`src/rtl/unified_mem_arbiter.sv`:
```
// Arbiter that shares one single-port memory between instruction-fetch and data ports.
// Optional ROUND_ROBIN_EN: alternate the winner on simultaneous requests instead of data-first.
module unified_mem_arbiter #(
    parameter int ADDR_W  = 32,
    parameter int DATA_W  = 32,
    parameter int MEM_LAT = 1
) (
    input  logic              clk,
    input  logic              reset,
    input  logic              if_req,
    input  logic [ADDR_W-1:0] if_addr,
    output logic              if_gnt,
    output logic              if_valid,
    output logic [DATA_W-1:0] if_rdata,
    input  logic              d_req,
    input  logic              d_we,
    input  logic [ADDR_W-1:0] d_addr,
    input  logic [DATA_W-1:0] d_wdata,
    output logic              d_gnt,
    output logic              d_valid,
    output logic [DATA_W-1:0] d_rdata,
    output logic              mem_en,
    output logic              mem_we,
    output logic [ADDR_W-1:0] mem_addr,
    output logic [DATA_W-1:0] mem_wdata,
    input  logic [DATA_W-1:0] mem_rdata,
    output logic              busy
);

    typedef enum logic [1:0] {
        IDLE   = 2'd0,
        ACCESS = 2'd1,
        RESP   = 2'd2
    } state_t;

    localparam logic [3:0] LAST_CNT = 4'(MEM_LAT - 1);

    state_t     state;
    state_t     state_n;
    logic [3:0] cnt;
    logic       sel_data;
    logic       take;
    logic       take_data;
    logic       last_cycle;
    logic       data_first;

`ifdef ROUND_ROBIN_EN
    logic last_data;

    always_ff @(posedge clk or negedge reset) begin
        if (!reset) begin
            last_data <= 1'b0;
        end else if (take) begin
            last_data <= take_data;
        end
    end

    always_comb begin
        data_first = !last_data;
    end
`else
    always_comb begin
        data_first = 1'b1;
    end
`endif

    always_comb begin
        state_n    = state;
        take       = 1'b0;
        take_data  = d_req && (!if_req || data_first);
        last_cycle = (cnt == LAST_CNT);
        case (state)
            IDLE: begin
                if (if_req || d_req) begin
                    take    = 1'b1;
                    state_n = ACCESS;
                end
            end
            ACCESS: begin
                if (last_cycle) begin
                    state_n = RESP;
                end
            end
            RESP:    state_n = IDLE;
            default: state_n = IDLE;
        endcase
    end

    // The mem_* registers double as the latched request; they are cleared on the
    // same edge that samples mem_rdata, so mem_we still identifies a write there.
    always_ff @(posedge clk or negedge reset) begin
        if (!reset) begin
            state     <= IDLE;
            cnt       <= '0;
            sel_data  <= 1'b0;
            if_gnt    <= 1'b0;
            if_valid  <= 1'b0;
            if_rdata  <= '0;
            d_gnt     <= 1'b0;
            d_valid   <= 1'b0;
            d_rdata   <= '0;
            mem_en    <= 1'b0;
            mem_we    <= 1'b0;
            mem_addr  <= '0;
            mem_wdata <= '0;
            busy      <= 1'b0;
        end else begin
            state    <= state_n;
            busy     <= (state_n != IDLE);
            if_gnt   <= 1'b0;
            d_gnt    <= 1'b0;
            if_valid <= 1'b0;
            d_valid  <= 1'b0;
            if (take) begin
                sel_data  <= take_data;
                cnt       <= '0;
                if_gnt    <= !take_data;
                d_gnt     <= take_data;
                mem_en    <= 1'b1;
                mem_we    <= take_data && d_we;
                mem_addr  <= take_data ? d_addr : if_addr;
                mem_wdata <= take_data ? d_wdata : '0;
            end else if (state == ACCESS) begin
                if (last_cycle) begin
                    mem_en    <= 1'b0;
                    mem_we    <= 1'b0;
                    mem_addr  <= '0;
                    mem_wdata <= '0;
                    if (sel_data) begin
                        d_valid <= 1'b1;
                        if (!mem_we) begin
                            d_rdata <= mem_rdata;
                        end
                    end else begin
                        if_valid <= 1'b1;
                        if_rdata <= mem_rdata;
                    end
                end else begin
                    cnt <= cnt + 4'd1;
                end
            end
        end
    end

endmodule
```
`config.mk`:
```
export PLATFORM = sky130hd
export DESIGN_NAME = unified_mem_arbiter
export DESIGN_NICKNAME = d
export VERILOG_FILES = /design/src/rtl/unified_mem_arbiter.sv
export SDC_FILE = /design/constraint.sdc
export NUM_CORES = 1
export LEC_CHECK = 0
export CAP_MARGIN = 20
export CORE_ASPECT_RATIO = 1.1
export CORE_MARGIN = 2
export CORE_UTILIZATION = 41
export DETAILED_ROUTE_END_ITERATION = 10
export GPL_ROUTABILITY_DRIVEN = 0
export PLACE_DENSITY_LB_ADDON = 0.25
export SYNTH_ARGS = -nofsm -noshare
export SYNTH_HDL_FRONTEND = slang
export SYNTH_SLANG_ARGS = --single-unit
```
`constraint.sdc`:
```
create_clock -name clk -period 2.55 [get_ports clk]
set_input_delay 0.3825 -clock clk [delete_from_list [all_inputs] [get_ports clk]]
set_output_delay 0.3825 -clock clk [all_outputs]
set_load 0.005 [all_outputs]
```
# After elaboration in Yosys (flattened, before gate mapping)

Index checks and enable logic that the tools add are counted.

Flip-flop bits (word level): 142
Output and inout bits: 135

Bitwise gates (word level): 3
Reductions and logical operators: 12
$add $sub $neg: 1
Eq/ne operators: 2
Multiplexer cells: 28

Operators by type and width:

| operator                                                        | number |
|---|---|
| 32-bit 2-to-1 mux                                               | 6 |
| 1-bit 2-to-1 mux                                                | 16 |
| 4-bit 2-to-1 mux                                                | 3 |
| 2-bit nonzero test                                              | 3 |
| 5-bit AND reduction                                             | 1 |
| 4-bit by 1-bit adder with 4-bit output, second input constant   | 1 |
| 4-bit zero test                                                 | 1 |
| 2-bit 2-to-1 mux                                                | 2 |
| 2-bit one-hot mux with 2 select lines                           | 1 |
| 2-bit AND reduction                                             | 2 |
| 4-bit AND reduction                                             | 1 |
| 1-bit NOT                                                       | 3 |
| 2-bit by 1-bit == test with 1-bit output, second input constant | 1 |
| 2-bit zero test                                                 | 1 |
| 2-bit inequality test, second input constant                    | 1 |
| 1-bit logical AND                                               | 1 |
| 1-bit zero test                                                 | 1 |
| 1-bit logical OR                                                | 1 |

# Longest topological paths before layout

Word-level depth: 5
Depth in mapped cells: 7

# Worst setup path before layout

No wires, ideal clock.

Kind: reg2reg
Start point: register cnt[0]
End point: register if_rdata[10]
Setup slack: 0.542 ns
Buffers on the path: 2
Clock period less this slack: 2.008 ns
Stages on the path, launching flop included: 8
Data arrival time: 1.882 ns
Cell sequence: dfrtp_1 -> inv_1 -> ha_1 -> or3b_4 -> or3_1 -> buf_2 -> buf_6 -> mux2_4

Word-level cells in the longest chain between the ends: 2

Ends and longest elaborated chain:

| what                                 | line | RTL |
|---|---|---|
| start, declared                      | 40   | `logic [3:0] cnt;` |
| start signal, assigned               | 139  | `cnt <= cnt + 4'd1;` |
| 4-bit zero test                      | 71   | `last_cycle = (cnt == LAST_CNT);` |
| 4-bit AND reduction (no source line) | --   |  |
| end signal, assigned                 | 136  | `if_rdata <= mem_rdata;` |
| end, declared                        | 14   | `output logic [DATA_W-1:0] if_rdata,` |

No other way between the ends.
A chain may end at the register's enable or synchronous reset.

# Final worst setup path

Start point: register cnt[1]
End point: register if_rdata[23]

The elaborated chain is that of the path after synthesis.

==> impl_results.md <==
- Element type at the critical path end: flop
- Port Buffer Count: about 270
- Run status: completed
- Share of the synthesized area in the top cell type: 0.617
- Post-synthesis cell count: ~440
- Power spent charging and discharging nets: about 3.2 mW
- Reg power frac: 0.355
- Main flop type after synthesis: dfrtp_1
- Number of filler instances in the final layout: 1008
- Layout cell share with drive strength beyond 1: 0.139
- Vias per cell: about 5.0
- Vias in the first global route: 4754
- Number of gates resized after CTS: 0
- Number of slew-limit violations in the final report: 0
- Sw Share: 0.291
- Synthesis warning total: 0
- Library cell used as clock root buffer: clkbuf_16
- Layout net count: 840
- Overall routing resource usage: 0.210
- Clk network pwr share: 0.215
- Delay-heaviest family, CP: simple AND/OR/NAND/NOR gates
- Number of clock buffers inserted by TritonCTS: 17
- Slew at the pin with the worst max-slew slack: a little over 0.6 ns
- Worst-case register-to-register setup slack: 0.33 ns
- Clock slew at the register clock pins of the worst setup and hold paths: around 0.06 ns
- Number of vias in the routed layout: around 4600
- Antenna-violating nets left: 0
- Total placed instance area: between 0.008 and 0.009 mm2
- Number of cell instances on the worst register-to-register path: 6
- Synthesized area divided by synthesized cell count: about 13 um2
- Aggregate negative setup slack: 0 ns
- Final hold vios: 0
- Startpoint of the most critical register-to-register path: cnt[1]
- Comb pwr share: 0.430
- Headroom to the max-slew limit: 0.591
- Period utilization: 0.870
- Fin area: between 0.009 and 0.01 mm2
- List of cells traversed by the critical path: inv_1 -> ha_1 -> or3b_4 -> or3_2 -> buf_12 -> mux2_4
- Post-DR wirelength/cell: around 17 um
- DIE HEIGHT: about 130 um
- Congestion Overflow GR: 0
- Internal Power: 7.90 mW
- Die Outline Area: 0.0150 mm2
- Total number of placement rows: 45
- Area added between synthesis and finish: 60.2%
- Synth cell types: 34
- DRC marker count from the first detailed-route iteration: 261
- Number of DRC violations after detailed routing: 0
- # H-tree levels: 4
- Clock net sink count: approximately 140
- Largest clock skew in the final design: 0.00930 ns
- Biggest area consumer among synthesized cells: dfrtp_1
- Area of the mapped netlist: between 0.005 and 0.006 mm2
- Syn Nets: between 500 and 600
- Placed wire-length estimate after detailed placement: between 10000 and 15000 um
- First-pass GRT wire length: 24200 um
- CTS max path bufs: 2
- CP Launch Point: cnt[1]
- Leading cell types by total area after synthesis: dfrtp_1 62%, a22o_1 9.9%, mux2_4 7.6%
- Number of optimization iterations in the first detailed-route pass: 4
- Fraction of registers with async set/reset: 1.00
- Dominant cell by count in the synthesized netlist: dfrtp_1
- Number of antenna violations at the first check in global routing: 0
- Kind of path behind the tightest hold check: flop to flop
- Worst setup path end: if_rdata[23]
- WS Path Type: flop to flop
- Maxcap violations: 0
- Max Clk Rate: around 450 MHz
- Total inserted antenna cells: 0
- Total wire length: ~16000 um
- Power Dens Cells: between 1000 and 1500 mW/mm2
- Sequential area share after synthesis: 0.617
- Worst path required time: ~2.8 ns
- Maximum vdd drop: between 0.4 and 0.5 mV
- Placed Cells incl. Taps: approximately 870
- Capture point of the worst reg-to-reg path: if_rdata[23]
- Die X-Extent: around 120 um
- Post-CTS Hold Buffers: 1
- CP bufs+invs: 2
- Critical-path top delay cell: or3_2
- Final cell count without fillers: 906
- Starting density of the core: 0.418
- Area of the core: 0.0138 mm2
- Crit path depth: 6
- Kind of launch point of the worst setup path: flop
- Flops & latches, synth: roughly 140
- RSZ-0062 raised after global routing: false
- Number of setup violations in the final report: 0
- Clock latency on the worst-skew pair: just over 0.4 ns
- Crit path DAT: between 2 and 3 ns
- Biggest cell delay along the critical path: approximately 0.45 ns
- Time the worst path needs with I/O delays and setup: 2.22 ns
- Crit Path Max Fanout: 33
- Post-synth EDFFs: 0
- Largest net degree at the start of global routing: 67
- Buffer count from post-CTS setup fixing: 0
- Static leakage power: about 4.1 nW
- Top post-synthesis cells by count: 142 x dfrtp_1, 67 x nand2_1, 65 x a22o_1
- Top-level I/O count: between 200 and 300
- TritonCTS clock tree: built
## cells by family after synthesis
kind of cell / after synthesis / synth area share
flip-flops: 142 / 0.617
AO/OA/AOI/OAI: 107 / 0.139
buffers and inverters: 36 / 0.0287
adder cells (fa/ha/maj): 2 / 0.00434
multiplexers: 65 / 0.146
AND/OR/NAND/NOR: 87 / 0.0658
## power by group through the flow
| stage | logic (mW) | clock network (mW) | registers, mW |
|---|---|---|---|
| 2_1_floorplan | 1.92 | 0 | 3.97 |
| 3_3_place_gp | 4.75 | 0 | 3.92 |
| 3_5_place_dp | 4.84 | 0 | 3.96 |
| 4_1_cts | 4.87 | 2.45 | 3.96 |
| 5_1_grt | 5.16 | 2.54 | 4.08 |
| 6_report | 4.79 | 2.39 | 3.96 |
## stage by stage
| stage | hold slack (ns) | total power [mW] | worst slack, ns | util |
|---|---|---|---|---|
| after floorplan | 0.0869 | 5.89 | 0.542 | - |
| after global placement | 0.414 | 8.67 | 0.434 | 0.627 |
| after detailed placement | 0.421 | 8.80 | 0.347 | 0.627 |
| after CTS | 0.494 | 11.3 | 0.339 | 0.669 |
| after global routing | 0.508 | 11.8 | 0.265 | 0.669 |
| final | 0.491 | 11.1 | 0.331 | 0.669 |
## layout make-up
| cell class | count | area, um2 | area share |
|---|---|---|---|
| clock buffers | 19 | 433 | 0.0469 |
| clock inverters | 13 | 139 | 0.0150 |
| inverters | 3 | 11.3 | 0.00122 |
| multi-input cells | 261 | 2050 | 0.222 |
| flip-flops and latches | 142 | 3550 | 0.385 |
| well taps | 188 | 235 | 0.0255 |
| repair buffers | 280 | 2810 | 0.304 |
## worst register-to-register path: stages, from the launching register on
cell,delay (ns)
dfrtp_1,0.43
inv_1,0.09
ha_1,0.16
or3b_4,0.40
or3_2,0.45
buf_12,0.22
mux2_4,0.35
## layer usage
layer / global-route usage / up-vias / routed length (um)
met2: 0.344 / 231 / 7600
met1: 0.258 / 2235 / 6490
met5: 0 / - / 0
met3: 0.0775 / 18 / 1440
li1: - / 2091 / -
met4: 0.0651 / 0 / 193
## state kept, by name, summed over array words and instances (netlist names)
register   flops
busy           1
cnt            4
d_gnt          1
d_rdata       32
d_valid        1
if_gnt         1
if_rdata      32
if_valid       1
mem_addr      32
mem_en         1
mem_wdata     32
mem_we         1
sel_data       1
state          2
## placed cells by master (no fill, tap or decap), drive strengths merged
cell type and count:
o211ai 1, buf 14, nand4 1, dlygate4sd3 1, ha 2, nand2b 1, clkinvlp 2, o221ai 1
or3 1, bufinv 2, nor2b 2, and3 1, or3b 1, a22o 65, a21o 1, clkdlybuf4s50 265
mux2 64, o21a 1, clkbuf 19, nand2 67, a21boi 1, nand3 3, and2 1, o21ai 35
nor4b 1, o31ai 1, dfrtp 142, mux2i 1, a22oi 1, or2 2, clkinv 7, nand4b 1
inv 5, nor2 4, nor3b 1
## worst min-delay path by stage
| stage | from | endpoint | depth (start not counted) |
|---|---|---|---|
| finish | d_rdata[27] | d_rdata[27] | 1 |
| global route | mem_wdata[21] | mem_wdata[21] | 1 |
| CTS | d_rdata[9] | d_rdata[9] | 1 |
| detailed placement | reset | d_rdata[18] | 1 |
| global placement | reset | d_rdata[19] | 1 |
| floorplan | reset | busy | 0 |
Power figures use the tool's default switching activity.
